<file path="config.mk">
export PLATFORM = sky130hd
export DESIGN_NAME = muldiv_ctrl_flat
export DESIGN_NICKNAME = d
export VERILOG_FILES = /design/src/rtl/muldiv_ctrl_pkg.sv /design/src/rtl/muldiv_ctrl_if.sv /design/src/rtl/muldiv_ctrl_step.sv /design/src/rtl/muldiv_ctrl.sv /design/src/flat_wrapper.sv
export SDC_FILE = /design/constraint.sdc
export NUM_CORES = 1
export LEC_CHECK = 0
export BUFFER_PORTS_ARGS = -buffer_cell sky130_fd_sc_hd__buf_2
export CORE_UTILIZATION = 50
export CTS_CLUSTER_SIZE = 8
export DETAILED_ROUTE_END_ITERATION = 8
export PLACE_DENSITY = 0.69
export RECOVER_POWER = 50
export SYNTH_ARGS = -nofsm -noshare
export SYNTH_HDL_FRONTEND = slang
export SYNTH_SLANG_ARGS = --single-unit
</file>
<file path="constraint.sdc">
create_clock -name clock -period 15.9 [get_ports clock]
set_input_delay 2.385 -clock clock [delete_from_list [all_inputs] [get_ports clock]]
set_output_delay 2.385 -clock clock [all_outputs]
set_load 0.05 [all_outputs]
</file>
<file path="src/rtl/muldiv_ctrl_pkg.sv">
// Shared types for the RV32M multiply/divide sequencer: FSM states,
// the one-hot op encodings and a small request-validation helper.
package muldiv_ctrl_pkg;

   localparam int MULDIV_XLEN = 32;

   typedef enum logic [1:0] {
      IDLE = 2'd0,
      BUSY = 2'd1,
      CORR = 2'd2
   } muldiv_state_type;

   // First member is the MSB, so mul_op = 4'b1000 selects mul.
   typedef struct packed {
      logic mul;
      logic mulh;
      logic mulhsu;
      logic mulhu;
   } mul_op_type;

   typedef struct packed {
      logic div;
      logic divu;
      logic rem;
      logic remu;
   } div_op_type;

   // A request is only legal when exactly one of the eight op bits is set.
   function automatic logic isOneHot8(input logic [7:0] v);
      int n;
      n = 0;
      for (int i = 0; i < 8; i++) begin
         n += int'(v[i]);
      end
      return (n == 1);
   endfunction

endpackage

</file>
<file path="src/rtl/muldiv_ctrl_if.sv">
// Request/response bundle between the execute stage and the mul/div
// sequencer. The execute stage is the master; the sequencer is the slave.
interface muldiv_ctrl_if import muldiv_ctrl_pkg::*; #(
   parameter int XLEN = MULDIV_XLEN
) ();

   logic            req_valid;
   logic            req_ready;
   mul_op_type      mul_op;
   div_op_type      div_op;
   logic [XLEN-1:0] rs1;
   logic [XLEN-1:0] rs2;
   logic            resp_valid;
   logic [XLEN-1:0] resp_result;

   modport master (
      output req_valid, mul_op, div_op, rs1, rs2,
      input  req_ready, resp_valid, resp_result
   );

   modport slave (
      input  req_valid, mul_op, div_op, rs1, rs2,
      output req_ready, resp_valid, resp_result
   );

endinterface

</file>
<file path="src/rtl/muldiv_ctrl_step.sv">
// One combinational iteration of either shift-add multiply or restoring
// divide. Both share a single XLEN+1 bit adder with carry-out.
//  Multiply: {hi,lo} holds partial product / remaining multiplier.
//  Divide:   hi holds the partial remainder, lo the dividend/quotient.
module muldiv_step import muldiv_ctrl_pkg::*; #(
   parameter int XLEN = MULDIV_XLEN
) (
   input  logic            isDiv,
   input  logic [XLEN-1:0] hi,
   input  logic [XLEN-1:0] lo,
   input  logic [XLEN-1:0] opnd,
   output logic [XLEN-1:0] hiNext,
   output logic [XLEN-1:0] loNext
);

   logic [XLEN:0]   addA;
   logic [XLEN:0]   addB;
   logic            cin;
   logic [XLEN+1:0] sum;

   // Adder operand select: trial subtract for divide, conditional add for multiply.
   always_comb begin
      addA = {1'b0, hi};
      addB = '0;
      cin  = 1'b0;
      if (isDiv) begin
         addA = {hi, lo[XLEN-1]};
         addB = ~{1'b0, opnd};
         cin  = 1'b1;
      end else if (lo[0]) begin
         addB = {1'b0, opnd};
      end
   end

   assign sum = {1'b0, addA} + {1'b0, addB} + {{(XLEN+1){1'b0}}, cin};

   // Carry-out of the trial subtract is the quotient bit; on borrow the shifted remainder is restored.
   always_comb begin
      if (isDiv) begin
         hiNext = sum[XLEN+1] ? sum[XLEN-1:0] : addA[XLEN-1:0];
         loNext = {lo[XLEN-2:0], sum[XLEN+1]};
      end else begin
         hiNext = sum[XLEN:1];
         loNext = {sum[0], lo[XLEN-1:1]};
      end
   end

endmodule

</file>
<file path="src/rtl/muldiv_ctrl.sv">
// RV32M multi-cycle mul/div sequencer. Operates on operand magnitudes and
// applies the result sign in a final correction cycle. Divide-by-zero and
// signed overflow bypass the iterations and answer one cycle after accept.
// Build option: define MULDIV_FAST_MUL_EN to run mul* ops through a
// combinational signed multiplier (2-cycle latency) instead of iterating.
module muldiv_ctrl import muldiv_ctrl_pkg::*; #(
   parameter int XLEN = MULDIV_XLEN
) (
   input  logic         clock,
   input  logic         reset,
   input  logic         clear,
   muldiv_ctrl_if.slave bus
);

   localparam int CW = $clog2(XLEN) + 1;

   muldiv_state_type state_q, state_d;
   logic [CW-1:0]    cnt_q, cnt_d;
   logic [XLEN-1:0]  hi_q, hi_d;
   logic [XLEN-1:0]  lo_q, lo_d;
   logic [XLEN-1:0]  opnd_q, opnd_d;
   mul_op_type       mulOp_q, mulOp_d;
   div_op_type       divOp_q, divOp_d;
   logic             negRes_q, negRes_d;
   logic             negRem_q, negRem_d;
   logic             respValid_q, respValid_d;
   logic [XLEN-1:0]  respResult_q, respResult_d;

   logic            accept, reqIsMul, signA, signB, negA, negB, divZero, divOvf;
   logic [XLEN-1:0] absA, absB, minNeg;
   logic            isDivQ;
   logic [XLEN-1:0] stepHi, stepLo;
   logic [2*XLEN-1:0] prodFull, prodSigned;
   logic [XLEN-1:0] quoSigned, remSigned, corrResult;
   logic            useFast;
   logic [2*XLEN-1:0] fastProdU;

   // Request decode: operand signedness, magnitudes and the divide special cases.
   assign accept   = bus.req_valid & isOneHot8({bus.mul_op, bus.div_op});
   assign reqIsMul = (bus.mul_op != '0);
   assign signA    = bus.mul_op.mul | bus.mul_op.mulh | bus.mul_op.mulhsu |
                     bus.div_op.div | bus.div_op.rem;
   assign signB    = bus.mul_op.mul | bus.mul_op.mulh |
                     bus.div_op.div | bus.div_op.rem;
   assign negA     = signA & bus.rs1[XLEN-1];
   assign negB     = signB & bus.rs2[XLEN-1];
   assign absA     = negA ? -bus.rs1 : bus.rs1;
   assign absB     = negB ? -bus.rs2 : bus.rs2;
   assign minNeg   = {1'b1, {(XLEN-1){1'b0}}};
   assign divZero  = (bus.rs2 == '0);
   assign divOvf   = (bus.div_op.div | bus.div_op.rem) & (bus.rs1 == minNeg) & (&bus.rs2);

   assign isDivQ = (divOp_q != '0);

   muldiv_step #(.XLEN(XLEN)) step_u (
      .isDiv  (isDivQ),
      .hi     (hi_q),
      .lo     (lo_q),
      .opnd   (opnd_q),
      .hiNext (stepHi),
      .loNext (stepLo)
   );

   assign prodFull   = {hi_q, lo_q};
   assign prodSigned = negRes_q ? -prodFull : prodFull;
   assign quoSigned  = negRes_q ? -lo_q : lo_q;
   assign remSigned  = negRem_q ? -hi_q : hi_q;

`ifdef MULDIV_FAST_MUL_EN
   logic [XLEN:0]            fastA_q, fastA_d, fastB_q, fastB_d;
   logic signed [2*XLEN-1:0] fastAExt, fastBExt, fastProd;

   assign fastAExt  = {{(XLEN-1){fastA_q[XLEN]}}, fastA_q};
   assign fastBExt  = {{(XLEN-1){fastB_q[XLEN]}}, fastB_q};
   assign fastProd  = fastAExt * fastBExt;
   assign useFast   = (mulOp_q != '0);
   assign fastProdU = fastProd;
`else
   assign useFast   = 1'b0;
   assign fastProdU = '0;
`endif

   // Final result select: low or high product half, signed quotient or remainder.
   always_comb begin
      corrResult = remSigned;
      if (mulOp_q.mul) begin
         corrResult = prodSigned[XLEN-1:0];
      end else if (mulOp_q != '0) begin
         corrResult = prodSigned[2*XLEN-1:XLEN];
      end else if (divOp_q.div | divOp_q.divu) begin
         corrResult = quoSigned;
      end
   end

   // State register: everything returns to idle values on the active-low async reset.
   always_ff @(posedge clock or negedge reset) begin
      if (!reset) begin
         state_q      <= IDLE;
         cnt_q        <= '0;
         hi_q         <= '0;
         lo_q         <= '0;
         opnd_q       <= '0;
         mulOp_q      <= '0;
         divOp_q      <= '0;
         negRes_q     <= 1'b0;
         negRem_q     <= 1'b0;
         respValid_q  <= 1'b0;
         respResult_q <= '0;
`ifdef MULDIV_FAST_MUL_EN
         fastA_q      <= '0;
         fastB_q      <= '0;
`endif
      end else begin
         state_q      <= state_d;
         cnt_q        <= cnt_d;
         hi_q         <= hi_d;
         lo_q         <= lo_d;
         opnd_q       <= opnd_d;
         mulOp_q      <= mulOp_d;
         divOp_q      <= divOp_d;
         negRes_q     <= negRes_d;
         negRem_q     <= negRem_d;
         respValid_q  <= respValid_d;
         respResult_q <= respResult_d;
`ifdef MULDIV_FAST_MUL_EN
         fastA_q      <= fastA_d;
         fastB_q      <= fastB_d;
`endif
      end
   end

   // Next-state logic: accept in IDLE, iterate in BUSY, sign-correct and respond in CORR; clear overrides all.
   always_comb begin
      state_d      = state_q;
      cnt_d        = cnt_q;
      hi_d         = hi_q;
      lo_d         = lo_q;
      opnd_d       = opnd_q;
      mulOp_d      = mulOp_q;
      divOp_d      = divOp_q;
      negRes_d     = negRes_q;
      negRem_d     = negRem_q;
      respValid_d  = 1'b0;
      respResult_d = respResult_q;
`ifdef MULDIV_FAST_MUL_EN
      fastA_d      = fastA_q;
      fastB_d      = fastB_q;
`endif
      case (state_q)
         IDLE: begin
            if (accept) begin
               mulOp_d = bus.mul_op;
               divOp_d = bus.div_op;
               cnt_d   = '0;
               hi_d    = '0;
               if (reqIsMul) begin
                  lo_d     = absB;
                  opnd_d   = absA;
                  negRes_d = negA ^ negB;
                  negRem_d = 1'b0;
                  state_d  = BUSY;
`ifdef MULDIV_FAST_MUL_EN
                  fastA_d  = {negA, bus.rs1};
                  fastB_d  = {negB, bus.rs2};
                  negRes_d = 1'b0;
`endif
               end else if (divZero) begin
                  lo_d     = '1;
                  hi_d     = bus.rs1;
                  negRes_d = 1'b0;
                  negRem_d = 1'b0;
                  state_d  = CORR;
               end else if (divOvf) begin
                  lo_d     = bus.rs1;
                  hi_d     = '0;
                  negRes_d = 1'b0;
                  negRem_d = 1'b0;
                  state_d  = CORR;
               end else begin
                  lo_d     = absA;
                  opnd_d   = absB;
                  negRes_d = negA ^ negB;
                  negRem_d = negA;
                  state_d  = BUSY;
               end
            end
         end
         BUSY: begin
            if (useFast) begin
               {hi_d, lo_d} = fastProdU;
               state_d      = CORR;
            end else begin
               hi_d  = stepHi;
               lo_d  = stepLo;
               cnt_d = cnt_q + 1'b1;
               if (cnt_q == CW'(XLEN-1)) begin
                  state_d = CORR;
               end
            end
         end
         CORR: begin
            respValid_d  = 1'b1;
            respResult_d = corrResult;
            cnt_d        = '0;
            state_d      = IDLE;
         end
         default: begin
            state_d = IDLE;
         end
      endcase
      if (clear) begin
         state_d      = IDLE;
         cnt_d        = '0;
         respValid_d  = 1'b0;
         respResult_d = respResult_q;
      end
   end

   assign bus.req_ready   = (state_q == IDLE);
   assign bus.resp_valid  = respValid_q;
   assign bus.resp_result = respResult_q;

endmodule

</file>
<file path="src/flat_wrapper.sv">
// flat-port wrapper written by rule: the top's interface ports become plain ports
module muldiv_ctrl_flat import muldiv_ctrl_pkg::*;
#(
   parameter int XLEN = MULDIV_XLEN
)
  (clock, reset, clear, bus_req_valid, bus_mul_op, bus_div_op, bus_rs1, bus_rs2, bus_req_ready, bus_resp_valid, bus_resp_result);
  muldiv_ctrl_if #(.XLEN(XLEN)) bus_i ();
  input  logic clock;
  input  logic reset;
  input  logic clear;
  input wire logic [$bits(bus_i.req_valid)-1:0] bus_req_valid;
  input wire logic [$bits(bus_i.mul_op)-1:0] bus_mul_op;
  input wire logic [$bits(bus_i.div_op)-1:0] bus_div_op;
  input wire logic [$bits(bus_i.rs1)-1:0] bus_rs1;
  input wire logic [$bits(bus_i.rs2)-1:0] bus_rs2;
  output wire logic [$bits(bus_i.req_ready)-1:0] bus_req_ready;
  output wire logic [$bits(bus_i.resp_valid)-1:0] bus_resp_valid;
  output wire logic [$bits(bus_i.resp_result)-1:0] bus_resp_result;
  assign bus_i.req_valid = bus_req_valid;
  assign bus_i.mul_op = bus_mul_op;
  assign bus_i.div_op = bus_div_op;
  assign bus_i.rs1 = bus_rs1;
  assign bus_i.rs2 = bus_rs2;
  assign bus_req_ready = bus_i.req_ready;
  assign bus_resp_valid = bus_i.resp_valid;
  assign bus_resp_result = bus_i.resp_result;
  muldiv_ctrl #(.XLEN(XLEN)) u_core (.clock(clock), .reset(reset), .clear(clear), .bus(bus_i));
endmodule
</file>
* Word-level counts from Yosys, hierarchy flattened
Index checks and enable logic that the tools add are counted.
Storage, ports and cells: flip-flop bits (word level) 147, output and inout port bits 34
Operators by class: add/subtract/negate cells 15, eq/ne operators 10, multiplexer cells 45, bitwise gates (word level) 16, reduce and logical (&&, ||, !) cells 14
Operator list (number):
- 32-bit two-way mux | 21
- 32-bit by 2-bit adder with 32-bit output | 6
- 32-bit negator | 4
- 32-bit case mux with 2 select lines | 2
- 33-bit two-way mux | 2
- 64-bit two-way mux | 1
- 64-bit negator | 1
- 33-bit by 33-bit adder with 34-bit output | 1
- 34-bit by 1-bit adder with 34-bit output | 1
- 32-bit NOT with 33-bit output | 1
- 32-bit by 2-bit == test with 1-bit output (second input constant) | 1
- 32-bit == test (second input constant) | 1
- 32-bit logical NOT | 1
- 32-bit AND reduction | 1
- 6-bit case mux with 3 select lines | 1
- 4-bit nonzero test | 4
- 2-bit two-way mux | 6
- 6-bit two-way mux | 2
- 2-bit AND reduction | 5
- 1-bit two-way mux | 9
- 1-bit bitwise OR | 8
- 6-bit by 1-bit adder with 6-bit output (second input constant) | 1
- 6-bit by 5-bit == test with 1-bit output (second input constant) | 1
- 2-bit by 1-bit != test with 1-bit output (second input constant) | 3
- other kinds (11) | 16

* Depth between registers and ports, before layout
Gate-level depths: netlist of run 1.
depth in word-level cells 12, depth in mapped cells 22, gate-level depth less buffers 17

* Modules after synthesis
From an unflattened synthesis of run 1, not the netlist that was laid out.
Second synthesis, totals: cells, all modules 1876, area, all modules 14438.8 µm²
By module, submodules not included:
- muldiv_ctrl | instances 1, cells an instance 1366, area an instance 11008.1 µm²
- muldiv_step | instances 1, cells an instance 510, area an instance 3430.8 µm²

* Worst setup path after synthesis of run 1
No wires, ideal clock.
path kind in2reg, start input port bus_div_op[0], end register u_core.lo_q[14], library setup time 0.141 ns, arrival 6.132 ns, required time 15.759 ns, setup slack 9.627 ns, stages on the path 13, cells stage by stage ha_1 > inv_1 > fa_1 > fa_1 > fa_1 > inv_1 > fa_1 > nor4b_1 > nand2_1 > o21ai_1 > clkbuf_1 > buf_1 > a31oi_1
On the way: word-level cells in the longest chain between the ends 11
Ends and longest elaborated chain:
- start: declaration | RTL line flat_wrapper.sv:13 | input wire logic [$bits(bus_i.div_op)-1:0] bus_div_op;
- 1-bit by 1-bit adder with 2-bit output | RTL line muldiv_ctrl_pkg.sv:33 | n += int'(v[i]);
- 32-bit by 2-bit adder with 32-bit output (6 in series) | RTL line muldiv_ctrl_pkg.sv:33
- 32-bit by 2-bit == test with 1-bit output | RTL line muldiv_ctrl_pkg.sv:35 | return (n == 1);
- 1-bit bitwise AND | RTL line muldiv_ctrl.sv:39 | assign accept = bus.req_valid & isOneHot8({bus.mul_op, bus.div_op});
- 2-bit by 1-bit != test with 1-bit output (no source line)
- 2-bit AND reduction (no source line)
- end signal: assignment | RTL line muldiv_ctrl.sv:117 | lo_q <= lo_d;
- end: declaration | RTL line muldiv_ctrl.sv:20 | logic [XLEN-1:0] lo_q, lo_d;
No other way between the ends. A chain may end at the register's enable or synchronous reset.

==> results of run 1 <==
## sequential cells by signal (all words and copies together), names as in the netlist
register	flops
u_core.divOp_q	4
u_core.negRes_q	1
u_core.bus.resp_result	32
u_core.opnd_q	32
u_core.negRem_q	1
u_core.bus.resp_valid	1
u_core.mulOp_q	4
u_core.state_q	2
u_core.hi_q	32
u_core.cnt_q	6
u_core.lo_q	32
## logic make-up after synthesis
family,Yosys count
flops,147
fa+ha+maj,49
buf+inv,195
simple gates,777
compound gates,670
xor+xnor,134
mux,26
## routing by layer
metal	GRT usage	up-vias
li1	-	7180
met1	0.522	7305
met2	0.564	900
met3	0.0763	140
met4	0.181	0
met5	0	-
## worst max-delay path by stage
stage                     depth (start not counted)              end     startpoint
final                                             2   u_core.lo_q[2]          reset
after global routing                              2   u_core.lo_q[2]          reset
after CTS                                        15   u_core.lo_q[1]  bus_div_op[1]
after detailed placement                         15   u_core.lo_q[1]  bus_div_op[1]
after global placement                           15   u_core.lo_q[1]  bus_div_op[1]
after floorplan                                  13  u_core.lo_q[14]  bus_div_op[0]
## layout make-up
| type | instances | area share |
|---|---|---|
| clock buffer | 18 | 0.0286 |
| sequential | 147 | 0.239 |
| timing repair buffer | 138 | 0.0461 |
| inverter | 44 | 0.0107 |
| tap | 378 | 0.0308 |
| multi-input combinational | 1656 | 0.634 |
| clock inverter | 14 | 0.0105 |
## Yosys cell counts, types with 28 or more instances
cell and n:
dfrtp_1 147, ha_1 44, nand2_1 321, clkbuf_1 132, o21ai_0 183, a21oi_1 242, xor2_1 53, nor3_1 55
xnor2_1 81, inv_1 44, nand3_1 41, a221oi_1 28, nor2_1 200, a211oi_1 30
## through the flow
stage          hold WS [ns]   util
2_1_floorplan         0.464      -
3_3_place_gp          0.457  0.534
3_5_place_dp          0.466  0.534
4_1_cts               0.482  0.556
5_1_grt               0.511  0.554
6_report              0.481  0.554
## placed cells by master (no fill, tap or decap), drive strengths merged, types with 11 or more instances in the layout
cell / synthesis / routed
nand2: 321 / 321
a21oi: 242 / 242
nor2: 201 / 201
o21ai: 189 / 189
dfrtp: 147 / 147
buf: 18 / 100
xnor2: 81 / 81
nor3: 56 / 56
clkbuf: 133 / 56
xor2: 53 / 53
inv: 44 / 51
ha: 44 / 44
nand3: 42 / 42
a211oi: 30 / 30
a221oi: 28 / 28
nand4: 24 / 24
or3: 24 / 24
nand2b: 21 / 21
o21a: 20 / 20
or4: 19 / 19
o31ai: 18 / 18
mux2i: 17 / 17
o22ai: 17 / 17
nor4: 17 / 17
o211ai: 15 / 15
or2: 14 / 14
a31oi: 13 / 13
a21o: 11 / 11
and2: 11 / 11
==> impl_metrics.ini, run 1 <==
[critical_path]
crit_chain = clkbuf_1, clkbuf_1
r2r-start = u_core.divOp_q[3]
arrival_ns = 8.39
path_buf_inv = 2
crit_path_max_fanout = 83
worstPathRequired_ns = 15.67
rr_worst_depth = 18
cp_top_family = buffers and inverters
end_kind = async pin
cp_slowest_stage_delay_ns = 3.24
cpMaxStageDelayCell = clkbuf_1
worst-setup-path-type = input pin to async pin
start_kind = input pin
regToRegEndpoint = u_core.hi_q[27]
cpMostUsedCell = clkbuf_1
reg2reg_slack_ns = 9.79

[logic_synthesis]
synthMuxAreaShare = 0.0192
synth_edf_count = 0
ys_ff_latch = 147
synthCells = 1998
yosysTopAreaCellShare = 0.260
synthAdderAreaFrac = 0.0460
avgSynthCellArea_um2 = 7.07
synthesis.area_um2 = 14100
synth_top_family_by_area = compound AO/OA/AOI/OAI gates
yosysSeqAreaShare = 0.260
synth-xor-area-share = 0.0830
yosys_warnings = 0
synth_flop_cell = dfrtp_1
synth_simple_gate_area_frac = 0.250
synth_compound_area_frac = 0.287
ys_top_cells_by_area = dfrtp_1 26%, a21oi_1 8.6%, nand2_1 8.5%
synth_cell_types = 79
syn_nets = 2123
synthArstFlopShare = 1.00
yosysTopAreaCell = dfrtp_1

[placed_design]
dpl_worst_slack_ns = 7.98
place.gp.congestion = 1.01
portBuffers = 109
dpl_cell_area_um2 = 14800
dpl.hpwl_mm = 41.0
dp_cells = 2363

[timing]
clock_skew_ns = 0.0176
tightest_slew_ns = 4.73
period_minus_slack_ns = 8.62
finalHoldViolations = 0
finalMaxSlewViolations = 189
maxSlewHeadroom = -2.16
setup_tns_ns = 0
fin_ws_ns = 7.28
timing.final.crit_share = 0.542
rsz0062_at_grt = no
setup_viol = 0
fmax_mhz = 116

[cts]
cts_buffers = 17
clock_sinks = 147
cts-htree-levels = 4
insertion_delay_ns = 0.45
cts_tree = done
ctsHoldBuffers = 0
cts_max_path_buffers = 2
postCtsSetupBuffers = 0
clk_pin_slew_ns = 0.07
cts_root_buf = clkbuf_16
cts-resized-gates = 0

[global_routing]
grt-ovfl-total = 0
grt_max_degree = 84
grt_pass1_wl_mm = 82.9
antenna_found_initial = 0
grt_use_total = 0.379
grt_pass1_vias = 13900

[detailed_routing]
routed.top_layer = met4
drt_iter0_drc = 2363
drc = 2
via_count = 15500
wl_met2_mm = 23.6
wl_per_cell_um = 22.8
drtAntennaViolNets = 0
route.met3.wl_mm = 5.58
viasPerCell = 6.48
wl_mm = 54.7
firstDrtPassIters = 8
wl_met1_mm = 22.9

[floorplanning]
core_region_area_um2 = 27800
die_x_um = 170
std_cell_rows = 61
dieArea_um2 = 28900
io-pin-count = 110
die_h_um = 170
start_util = 0.509

[run]
drv_cap = 3

[finish]
multi_input_area_um2 = 9750
area_growth_pct = 8.80
fillCellCount = 2796
design_area_um2 = 15400
n_antenna_cell = 0
seq_area_um2 = 3680
stdcell_count = 2395
nNetsFinal = 2129
drive_above_1_share = 0.0897

[hold_path]
min_to = u_core.bus.resp_result[10]
min_path_cells = 2
hold_path_class = flip-flop to flip-flop
hp-start = u_core.bus.resp_result[10]

[outcome]
status = finished, violations left
violations = design-rule violations, max-capacitance violations, max-slew violations
Power of run 1 is left out: the tool's default activity adds up to more than one toggle a clock period on the data nets, which glitch-free logic cannot reach.
==> inputs of run 2 (changes only) <==
ABC_AREA = 1   (was not set)
PLACE_DENSITY = 0.72   (was 0.69)
clock period = 7.2 ns   (was 15.9 ns; I/O delays follow)
==> impl_metrics.ini, run 2 <==
[logic_synthesis]
synthArstFlopShare = 1.00
synth_flop_cell = dfrtp_1
yosysTopAreaCellShare = 0.224
synthesis.area_um2 = 16400
yosysTopAreaCell = dfrtp_1
yosys_warnings = 0
ys_ff_latch = 147
yosysSeqAreaShare = 0.224
avgSynthCellArea_um2 = 5.92
synth_cell_types = 54
synthTopCellsByCount = 764 x nand2_1, 297 x o21ai_0, 282 x nor2_1
yosysMostFrequentCell = nand2_1
synthCells = 2771
synth_edf_count = 0
syn_nets = 2896
ys_top_cells_by_area = dfrtp_1 22%, nand2_1 17%, o21ai_0 9.1%

[timing]
rsz0062_at_grt = no
timing.final.crit_share = 0.740
period_minus_slack_ns = 5.33
setup_viol = 0
tightest_slew_ns = 5.05
clock_skew_ns = 0.0168
maxSlewHeadroom = -2.36
finalHoldViolations = 0
fmax_mhz = 188
finalMaxSlewViolations = 87
setup_tns_ns = 0
holdWs_ns = 0.479

[finish]
area_growth_pct = 7.33
n_antenna_cell = 0
nNetsFinal = 2912
drive_above_1_share = 0.0646
final_cell_mix = 763 x nand2_1, 297 x o21ai_0, 282 x nor2_1
final_common_cell = nand2_1
stdcell_count = 3235

[floorplanning]
die_h_um = 183
io-pin-count = 110
start_util = 0.513
die_x_um = 183
core_region_area_um2 = 32000
std_cell_rows = 65
dieArea_um2 = 33600

[global_routing]
grt_max_degree = 88
antenna_found_initial = 0
grt_pass1_wl_mm = 106
grt_use_total = 0.417
grt_pass1_vias = 18000
grt-ovfl-total = 0

[critical_path]
cpMaxStageDelayCell = clkbuf_1
worst-setup-path-type = input pin to async pin
start_kind = input pin
crit_path_max_fanout = 86
cp_top_family = buffers and inverters
arrival_ns = 5.76
end_kind = async pin
crit_chain = clkbuf_1, buf_4
path_buf_inv = 2
cp_slowest_stage_delay_ns = 3.45
worstPathRequired_ns = 7.63

[detailed_routing]
route.met3.wl_mm = 7.46
viasPerCell = 6.13
routed.top_layer = met4
drc = 0
wl_mm = 69.2
wl_per_cell_um = 21.4
drt_iter0_drc = 2805
wl_met2_mm = 29.6
wl_met1_mm = 27.8
drtAntennaViolNets = 0
firstDrtPassIters = 6
via_count = 19800

[cts]
cts-resized-gates = 0
cts_max_path_buffers = 2
ctsHoldBuffers = 0
clk_pin_slew_ns = 0.07
cts_tree = done
insertion_delay_ns = 0.46
postCtsSetupBuffers = 0
cts-htree-levels = 4
clock_sinks = 147
cts_root_buf = clkbuf_16
cts_buffers = 17

[placed_design]
dp_cells = 3203
place.gp.congestion = 1.07
dpl.hpwl_mm = 53.8
portBuffers = 109

[run]
drv_cap = 1

[outcome]
violations = max-capacitance violations, max-slew violations
status = finished, violations left

[power_and_ir_drop]
power.density_nw_per_um2 = 539
ir_drop_v = 0.000372
power_mw = 9.50
p_leak_nw = 8.41

[hold_path]
hold_path_class = flip-flop to flip-flop
[run 2: cell count changes in the layout (fill, tap and decap cells not counted), moves of 37 or more]
cell,previous run,this run
nor2_1,200,282
nand3_1,41,273
xnor2_1,81,16
a21oi_1,241,148
o21ai_0,184,297
o21ai_1,4,41
nand2_1,321,763
inv_1,44,266
[run 2: layout make-up]
class | count | area, um^2
Clock buffer | 18 | 439
Fill cell | 3353 | 14300
Sequential cell | 147 | 3680
Multi-Input combinational cell | 2214 | 11100
Tap cell | 435 | 544
Timing Repair Buffer | 130 | 657
Clock inverter | 14 | 144
Inverter | 277 | 1040
[run 2: through the flow]
step | utilization | setup WS (ns) | area (um^2)
after floorplan | - | 2.72 | 16400
after global placement | 0.535 | 1.58 | 17100
after detailed placement | 0.535 | 1.40 | 17100
after CTS | 0.553 | 1.88 | 17700
after global routing | 0.551 | 1.07 | 17600
final | 0.551 | 1.87 | 17600
[run 2: logic make-up after synthesis]
family,Yosys count,share of synthesized area
and+or+nand+nor,1476,0.387
adders and majority gates,49,0.0396
muxes,2,0.00122
buffers and inverters,410,0.0999
DFF,147,0.224
AOI/OAI and AO/OA,590,0.196
xor gates and xnor gates,97,0.0518
[run 2: worst paths after layout]
check,endpoint,slack [ns],start,cells after the start
max in group clock,u_core.opnd_q[12],1.89,bus_div_op[1],15
min,u_core.bus.resp_result[19],0.48,u_core.bus.resp_result[19],2
max reg2reg,u_core.hi_q[30],2.31,u_core.divOp_q[3],20
max,u_core.negRes_q,1.87,reset,2
min reg2reg,u_core.bus.resp_result[19],0.48,u_core.bus.resp_result[19],2
min in group asynchronous,u_core.hi_q[25],2.47,reset,1
[run 2: power breakdown]
| group | internal [mW] | switching, mW | total, mW |
|---|---|---|---|
| clock network | 0.498 | 0.437 | 0.934 |
| logic | 1.92 | 5.03 | 6.95 |
| registers | 1.18 | 0.441 | 1.62 |
[run 2: routing by layer]
layer / vias to the layer above / GRT usage
met5: - / 0
met4: 0 / 0.224
met3: 243 / 0.0719
met2: 1293 / 0.637
met1: 9093 / 0.560
li1: 9207 / -
Power figures use the tool's default switching activity.
